### config.mk
export PLATFORM = sky130hd
export DESIGN_NAME = multicycle_control_flat
export DESIGN_NICKNAME = d
export VERILOG_FILES = /design/src/rtl/multicycle_control_pkg.sv /design/src/rtl/multicycle_control_if.sv /design/src/rtl/mc_out_decode.sv /design/src/rtl/multicycle_control.sv /design/src/flat_wrapper.sv
export SDC_FILE = /design/constraint.sdc
export NUM_CORES = 1
export LEC_CHECK = 0
export CAP_MARGIN = 20
export CELL_PAD_IN_SITES_DETAIL_PLACEMENT = 0
export CELL_PAD_IN_SITES_GLOBAL_PLACEMENT = 1
export CORE_UTILIZATION = 26
export CTS_CLUSTER_SIZE = 12
export DETAILED_ROUTE_END_ITERATION = 12
export HOLD_SLACK_MARGIN = 0.1
export PLACE_DENSITY = 0.76
export SLEW_MARGIN = 20
export SYNTH_ARGS = -nofsm -noshare
export SYNTH_HDL_FRONTEND = slang
export SYNTH_SLANG_ARGS = --single-unit
export TNS_END_PERCENT = 30
### constraint.sdc
create_clock -name clk -period 1.35 [get_ports clk]
set_input_delay 0.135 -clock clk [delete_from_list [all_inputs] [get_ports clk]]
set_output_delay 0.135 -clock clk [all_outputs]
set_load 0.01 [all_outputs]
### src/rtl/multicycle_control_pkg.sv
// multicycle_control_pkg: shared opcodes, control encodings and FSM states for the multicycle controller
package multicycle_control_pkg;
  typedef enum logic [3:0] {
    S_FETCH, S_DECODE, S_MEMADR, S_MEMRD, S_MEMWB, S_MEMWR,
    S_EXEC, S_ALUWB, S_BRANCH, S_JUMP, S_IMMEX, S_IMMWB
  } state_t;
  localparam logic [5:0] OP_R = 6'b000000;
  localparam logic [5:0] OP_LW = 6'b100011;
  localparam logic [5:0] OP_SW = 6'b101011;
  localparam logic [5:0] OP_BEQ = 6'b000100;
  localparam logic [5:0] OP_BNE = 6'b000101;
  localparam logic [5:0] OP_J = 6'b000010;
  localparam logic [5:0] OP_ADDI = 6'b001000;
  localparam logic [5:0] OP_SLTI = 6'b001010;
  localparam logic [2:0] ALU_ADD = 3'b000;
  localparam logic [2:0] ALU_SUB = 3'b001;
  localparam logic [2:0] ALU_FUNCT = 3'b010;
  localparam logic [2:0] ALU_ADDI = 3'b011;
  localparam logic [2:0] ALU_SLTI = 3'b100;
  localparam logic [2:0] ALU_SUBNE = 3'b101;
  localparam logic [1:0] SRCB_REG = 2'b00;
  localparam logic [1:0] SRCB_FOUR = 2'b01;
  localparam logic [1:0] SRCB_IMM = 2'b10;
  localparam logic [1:0] SRCB_IMM2 = 2'b11;
  localparam logic [1:0] PCS_ALU = 2'b00;
  localparam logic [1:0] PCS_ALUOUT = 2'b01;
  localparam logic [1:0] PCS_JUMP = 2'b10;
  // S_FETCH as the result marks an undecodable opcode
  function automatic state_t dec_target(input logic [5:0] op, input bit en_bne, input bit en_slti);
    return op == OP_R ? S_EXEC :
      (op == OP_LW || op == OP_SW) ? S_MEMADR :
      (op == OP_BEQ || (en_bne && op == OP_BNE)) ? S_BRANCH :
      op == OP_J ? S_JUMP :
      (op == OP_ADDI || (en_slti && op == OP_SLTI)) ? S_IMMEX : S_FETCH;
  endfunction
endpackage

### src/rtl/multicycle_control_if.sv
// multicycle_control_if: opcode/mem_ready inputs and datapath control outputs of the controller
interface multicycle_control_if;
  logic [5:0] opcode;
  logic mem_ready;
  logic pc_write, pc_write_cond, branch_ne, iord, mem_read, mem_write, ir_write;
  logic mem_to_reg, reg_dst, reg_write, alu_src_a, illegal;
  logic [1:0] alu_src_b, pc_source;
  logic [2:0] alu_op;
  logic [3:0] state;
  modport master (
    output opcode, mem_ready,
    input pc_write, pc_write_cond, branch_ne, iord, mem_read, mem_write, ir_write,
    input mem_to_reg, reg_dst, reg_write, alu_src_a, illegal, alu_src_b, pc_source, alu_op, state
  );
  modport slave (
    input opcode, mem_ready,
    output pc_write, pc_write_cond, branch_ne, iord, mem_read, mem_write, ir_write,
    output mem_to_reg, reg_dst, reg_write, alu_src_a, illegal, alu_src_b, pc_source, alu_op, state
  );
endinterface

### src/rtl/mc_out_decode.sv
// mc_out_decode: Moore decode of FSM state (plus opcode) into datapath controls
module mc_out_decode import multicycle_control_pkg::*; #(
  parameter bit EN_BNE = 1'b1,
  parameter bit EN_SLTI = 1'b1
) (
  input state_t st,
  input logic mr,
  input logic rst,
  multicycle_control_if.slave bus
);
  always_comb begin
    bus.pc_write = 1'b0;
    bus.pc_write_cond = 1'b0;
    bus.branch_ne = 1'b0;
    bus.iord = 1'b0;
    bus.mem_read = 1'b0;
    bus.mem_write = 1'b0;
    bus.ir_write = 1'b0;
    bus.mem_to_reg = 1'b0;
    bus.reg_dst = 1'b0;
    bus.reg_write = 1'b0;
    bus.alu_src_a = 1'b0;
    bus.illegal = 1'b0;
    bus.alu_src_b = SRCB_REG;
    bus.pc_source = PCS_ALU;
    bus.alu_op = ALU_ADD;
    // reset forces FETCH, so gating FETCH strobes keeps every strobe low under rst
    case (st)
      S_FETCH: begin
        bus.mem_read = !rst;
        bus.alu_src_b = SRCB_FOUR;
        bus.ir_write = mr && !rst;
        bus.pc_write = mr && !rst;
      end
      S_DECODE: begin
        bus.alu_src_b = SRCB_IMM2;
        bus.illegal = dec_target(bus.opcode, EN_BNE, EN_SLTI) == S_FETCH;
      end
      S_MEMADR: begin
        bus.alu_src_a = 1'b1;
        bus.alu_src_b = SRCB_IMM;
      end
      S_MEMRD: begin
        bus.mem_read = 1'b1;
        bus.iord = 1'b1;
      end
      S_MEMWB: begin
        bus.reg_write = 1'b1;
        bus.mem_to_reg = 1'b1;
      end
      S_MEMWR: begin
        bus.mem_write = 1'b1;
        bus.iord = 1'b1;
      end
      S_EXEC: begin
        bus.alu_src_a = 1'b1;
        bus.alu_op = ALU_FUNCT;
      end
      S_ALUWB: begin
        bus.reg_write = 1'b1;
        bus.reg_dst = 1'b1;
      end
      S_BRANCH: begin
        bus.alu_src_a = 1'b1;
        bus.pc_write_cond = 1'b1;
        bus.pc_source = PCS_ALUOUT;
        bus.branch_ne = bus.opcode == OP_BNE;
        bus.alu_op = bus.opcode == OP_BNE ? ALU_SUBNE : ALU_SUB;
      end
      S_JUMP: begin
        bus.pc_write = 1'b1;
        bus.pc_source = PCS_JUMP;
      end
      S_IMMEX: begin
        bus.alu_src_a = 1'b1;
        bus.alu_src_b = SRCB_IMM;
        bus.alu_op = bus.opcode == OP_SLTI ? ALU_SLTI : ALU_ADDI;
      end
      S_IMMWB: bus.reg_write = 1'b1;
      default: ;
    endcase
  end
endmodule

### src/rtl/multicycle_control.sv
// multicycle_control: multicycle MIPS-style control FSM; state register and next-state logic
module multicycle_control import multicycle_control_pkg::*; #(
  parameter bit MEM_WAIT = 1'b1,
  parameter bit EN_BNE = 1'b1,
  parameter bit EN_SLTI = 1'b1
) (
  input logic clk,
  input logic rst,
  multicycle_control_if.slave bus
);
  state_t st, nx;
  logic mr;
  assign mr = MEM_WAIT ? bus.mem_ready : 1'b1;
  assign bus.state = st;
  always_ff @(posedge clk or posedge rst)
    if (rst) st <= S_FETCH;
    else st <= nx;
  always_comb begin
    nx = S_FETCH;
    case (st)
      S_FETCH: nx = mr ? S_DECODE : S_FETCH;
      S_DECODE: nx = dec_target(bus.opcode, EN_BNE, EN_SLTI);
      S_MEMADR: nx = bus.opcode == OP_SW ? S_MEMWR : S_MEMRD;
      S_MEMRD: nx = mr ? S_MEMWB : S_MEMRD;
      S_MEMWR: nx = mr ? S_FETCH : S_MEMWR;
      S_EXEC: nx = S_ALUWB;
      S_IMMEX: nx = S_IMMWB;
      default: nx = S_FETCH;
    endcase
  end
  mc_out_decode #(.EN_BNE(EN_BNE), .EN_SLTI(EN_SLTI)) u_dec (
    .st(st), .mr(mr), .rst(rst), .bus(bus)
  );
endmodule

### src/flat_wrapper.sv
// flat-port wrapper written by rule: the top's interface ports become plain ports
module multicycle_control_flat import multicycle_control_pkg::*;
#(
  parameter bit MEM_WAIT = 1'b1,
  parameter bit EN_BNE = 1'b1,
  parameter bit EN_SLTI = 1'b1
)
  (clk, rst, bus_opcode, bus_mem_ready, bus_pc_write, bus_pc_write_cond, bus_branch_ne, bus_iord, bus_mem_read, bus_mem_write, bus_ir_write, bus_mem_to_reg, bus_reg_dst, bus_reg_write, bus_alu_src_a, bus_illegal, bus_alu_src_b, bus_pc_source, bus_alu_op, bus_state);
  multicycle_control_if bus_i ();
  input logic clk;
  input logic rst;
  input wire logic [$bits(bus_i.opcode)-1:0] bus_opcode;
  input wire logic [$bits(bus_i.mem_ready)-1:0] bus_mem_ready;
  output wire logic [$bits(bus_i.pc_write)-1:0] bus_pc_write;
  output wire logic [$bits(bus_i.pc_write_cond)-1:0] bus_pc_write_cond;
  output wire logic [$bits(bus_i.branch_ne)-1:0] bus_branch_ne;
  output wire logic [$bits(bus_i.iord)-1:0] bus_iord;
  output wire logic [$bits(bus_i.mem_read)-1:0] bus_mem_read;
  output wire logic [$bits(bus_i.mem_write)-1:0] bus_mem_write;
  output wire logic [$bits(bus_i.ir_write)-1:0] bus_ir_write;
  output wire logic [$bits(bus_i.mem_to_reg)-1:0] bus_mem_to_reg;
  output wire logic [$bits(bus_i.reg_dst)-1:0] bus_reg_dst;
  output wire logic [$bits(bus_i.reg_write)-1:0] bus_reg_write;
  output wire logic [$bits(bus_i.alu_src_a)-1:0] bus_alu_src_a;
  output wire logic [$bits(bus_i.illegal)-1:0] bus_illegal;
  output wire logic [$bits(bus_i.alu_src_b)-1:0] bus_alu_src_b;
  output wire logic [$bits(bus_i.pc_source)-1:0] bus_pc_source;
  output wire logic [$bits(bus_i.alu_op)-1:0] bus_alu_op;
  output wire logic [$bits(bus_i.state)-1:0] bus_state;
  assign bus_i.opcode = bus_opcode;
  assign bus_i.mem_ready = bus_mem_ready;
  assign bus_pc_write = bus_i.pc_write;
  assign bus_pc_write_cond = bus_i.pc_write_cond;
  assign bus_branch_ne = bus_i.branch_ne;
  assign bus_iord = bus_i.iord;
  assign bus_mem_read = bus_i.mem_read;
  assign bus_mem_write = bus_i.mem_write;
  assign bus_ir_write = bus_i.ir_write;
  assign bus_mem_to_reg = bus_i.mem_to_reg;
  assign bus_reg_dst = bus_i.reg_dst;
  assign bus_reg_write = bus_i.reg_write;
  assign bus_alu_src_a = bus_i.alu_src_a;
  assign bus_illegal = bus_i.illegal;
  assign bus_alu_src_b = bus_i.alu_src_b;
  assign bus_pc_source = bus_i.pc_source;
  assign bus_alu_op = bus_i.alu_op;
  assign bus_state = bus_i.state;
  multicycle_control #(.MEM_WAIT(MEM_WAIT), .EN_BNE(EN_BNE), .EN_SLTI(EN_SLTI)) u_core (.clk(clk), .rst(rst), .bus(bus_i));
endmodule
==> summary.md <==
| Metric | Value |
|---|---|
| H-tree depth | `1` |
| Num ports | `32` |
| Status | `complete, but fails checks` |
| CTS clk-pin slew, worst paths | `around 0.04 ns` |
| Area of the core | `around 2200 sq um` |
| Total of max-cap violations | `0` |
| Detailed Route WL | `approximately 2300 um` |
| Async SR Flop Fraction | `100%` |
| Area Growth Syn to Fin | `118%` |
| CP startpoint kind | `flip-flop` |
| Post-route setup slack | `-0.181 ns` |
| Iteration-0 DRC Markers | `18` |
| Die area | `between 2000 and 3000 sq um` |
| Synthesized cell area | `just over 600 sq um` |
| Failing checks | `setup timing` |
| Via/cell ratio | `5.05` |
| Register area share after synthesis | `roughly 17%` |
| Remaining DRCs | `0` |
| Via Count | `893` |
| Syn Area/Cell | `about 7.2 sq um` |
| Met2 usage in global routing | `between 30% and 40%` |
| First-pass GRT wire length | `between 3000 and 4000 um` |
| TritonCTS clock tree | `built` |
| Ant diodes | `0` |
| Dpl hpwl | `between 1500 and 2000 um` |
| Grt met3 use | `under 10%` |
| Wire per inst | `approximately 13 um` |
| Critical path class | `reg2out` |
| # setup viols final | `17` |
| Final non-filler cell area | `between 1000 and 1500 sq um` |
| Commonest cells after routing, fill and taps aside | `buf_4 (25), buf_2 (15), buf_6 (13)` |
| Max FFs per register | `4` |
| PwrDens | `1550 nW/um^2` |
| Initial antenna violation count | `0` |
| Final net count | `around 160` |
| Grt peak-use layer | `met2` |
| Most common cell after layout, fill and taps aside | `buf_4` |
| Final slew viol count | `0` |
| First-pass iteration count of the detailed router | `4` |
| Hold Crit Class | `in2async` |
| Port bufs | `31` |
| Total gr overflow | `0` |
| Cts bufs inserted | `3` |
| Die Wd | `50.3 um` |
| Vias in the first global route | `about 870` |
| CTS sink count | `4` |
| Worst slew pin tran | `between 0.2 and 0.25 ns` |
| Count of cell types in the netlist | `39` |
| Clk root buf | `clkbuf_4` |
| Final Hold Viols | `0` |
| ANT nets after route | `0` |
| Fin crit share | `113%` |
| Initial Util | `about 27%` |
| Hold buffers post-CTS | `0` |
| Crit-path max FO | `4` |
| Req. time, crit path | `1.22 ns` |
| Rel. slew slack | `85.2%` |
| Syn nets | `93` |
| Die Ht | `approximately 50 um` |
| Highest Clock Rate | `roughly 650 MHz` |
| Cells after synthesis | `84` |
| Site row count | `17` |
| Global-route usage over all layers | `approximately 19%` |
| Most used DFF post-synth | `dfrtp_1` |
| Static leakage | `about 0.61 nW` |
| Worst Clk Skew | `about 0.0067 ns` |
| Setup TNS | `-1.70 ns` |
| Post-layout minimum cycle time | `roughly 1.5 ns` |
| Unrepaired setup endpoints after global routing | `true` |
| Synthesis-stage register bit count | `4` |
| Worst Path Arrival | `between 1 and 1.5 ns` |
| Largest net degree at the start of global routing | `15` |
| Post-synth EDFFs | `0` |
| Fraction of layout cells with a size suffix above 1 | `approximately three fifths` |
| CP Capture Type | `output port` |
| M1 GR Usage | `about a fifth` |
| Largest vdd supply drop | `approximately 850 uV` |
| RD Place Congestion | `a little over 0.8` |
| Clock buffer depth | `2` |
| Ys Warns | `0` |
| Placed Instance Area | `about 1100 sq um` |
| Skew-Pair Late Insertion Delay | `0.24 ns` |
| Filler cell count | `between 200 and 250` |
[through the flow]
stage / util, % / setup WS (ns) / total power [W] / instances / hold WS [ns]
after CTS: 55.1 / -0.212 / 0.00186 / 175 / 0.207
after detailed placement: 51.8 / -0.755 / 0.00158 / 169 / 0.453
after global routing: 59.7 / -0.267 / 0.00219 / 177 / 0.252
final: 59.7 / -0.181 / 0.00205 / 177 / 0.232
after floorplan: - / 0.00745 / 0.000865 / 84 / -0.0937
after global placement: 51.8 / -0.718 / 0.00158 / 169 / 0.460
[cells in the mapped netlist (2+ instances only)]
master / instances / area share (%)
a21oi_1: 5 / 4.1
a31oi_1: 3 / 3.1
and3_1: 2 / 2.1
buf_4: 2 / 2.5
dfrtp_1: 4 / 17
nand2b_1: 7 / 7.2
nand3_1: 2 / 1.7
nand3b_1: 3 / 3.7
nor2_1: 12 / 7.4
nor3_1: 9 / 7.4
o21a_1: 3 / 3.7
o21ai_0: 3 / 2.5
o21ai_1: 2 / 1.7
or2_2: 2 / 2.1
[final timing paths]
| path | startpoint | end | slack (ns) | depth (start not counted) |
|---|---|---|---|---|
| hold reg to reg | u_core.bus.state[2] | u_core.bus.state[3] | 0.76 | 3 |
| setup / recovery | u_core.bus.state[0] | bus_pc_write | -0.18 | 5 |
| min in group clk | bus_opcode[3] | u_core.bus.state[2] | 0.56 | 4 |
| max in group asynchronous | rst | u_core.bus.state[0] | 1.00 | 3 |
| setup reg to reg | u_core.bus.state[1] | u_core.bus.state[2] | -0.09 | 6 |
| hold / removal | rst | u_core.bus.state[1] | 0.23 | 3 |
[per-layer routing]
layer  wire [um]  up-vias  share of wire (%)
met5           0        -                  0
met4          31        0                1.3
met3          98        4                4.2
met2        1260       23                 54
met1         925      428                 40
li1            -      438                  -
[logic make-up after synthesis]
family	Yosys count	synth area share, %
AOI/OAI and AO/OA	23	24.2
buffers and inverters	7	8.67
xor gates and xnor gates	1	1.45
and+or+nand+nor	48	47.5
muxes	1	1.65
DFF	4	16.5
[power by group]
part	total [W]	internal, W	switching (W)	leakage [nW]
clock	0.000163	0.000111	0.0000522	0.0150
combinational	0.00168	0.000874	0.000802	0.541
sequential	0.000208	0.000166	0.0000423	0.0492
total	0.00205	0.00115	0.000897	0.605
[critical path, cell delays in order, from the launching register on]
cell and delay, ns:
dfrtp_2 0.42, or2_4 0.27, nor3_2 0.10, and3_1 0.17, or2_1 0.09, buf_2 0.12
[what timing repair did]
action,in CTS,in global routing
pin swaps,6,5
setup buffers,2,3
endpoints found under the setup margin,24,23
endpoints found under the hold margin,0,0
resized for setup,106,31
cloned,0,0
[cell type report]
type / count / area (sq um) / area share, %
tap: 28 / 35.0 / 2.65
timing repair buffer: 67 / 554 / 42.0
inverter: 1 / 3.75 / 0.284
clock buffer: 4 / 26.3 / 1.99
multi-input combinational: 73 / 597 / 45.2
sequential: 4 / 104 / 7.87
Power figures use the tool's default switching activity.
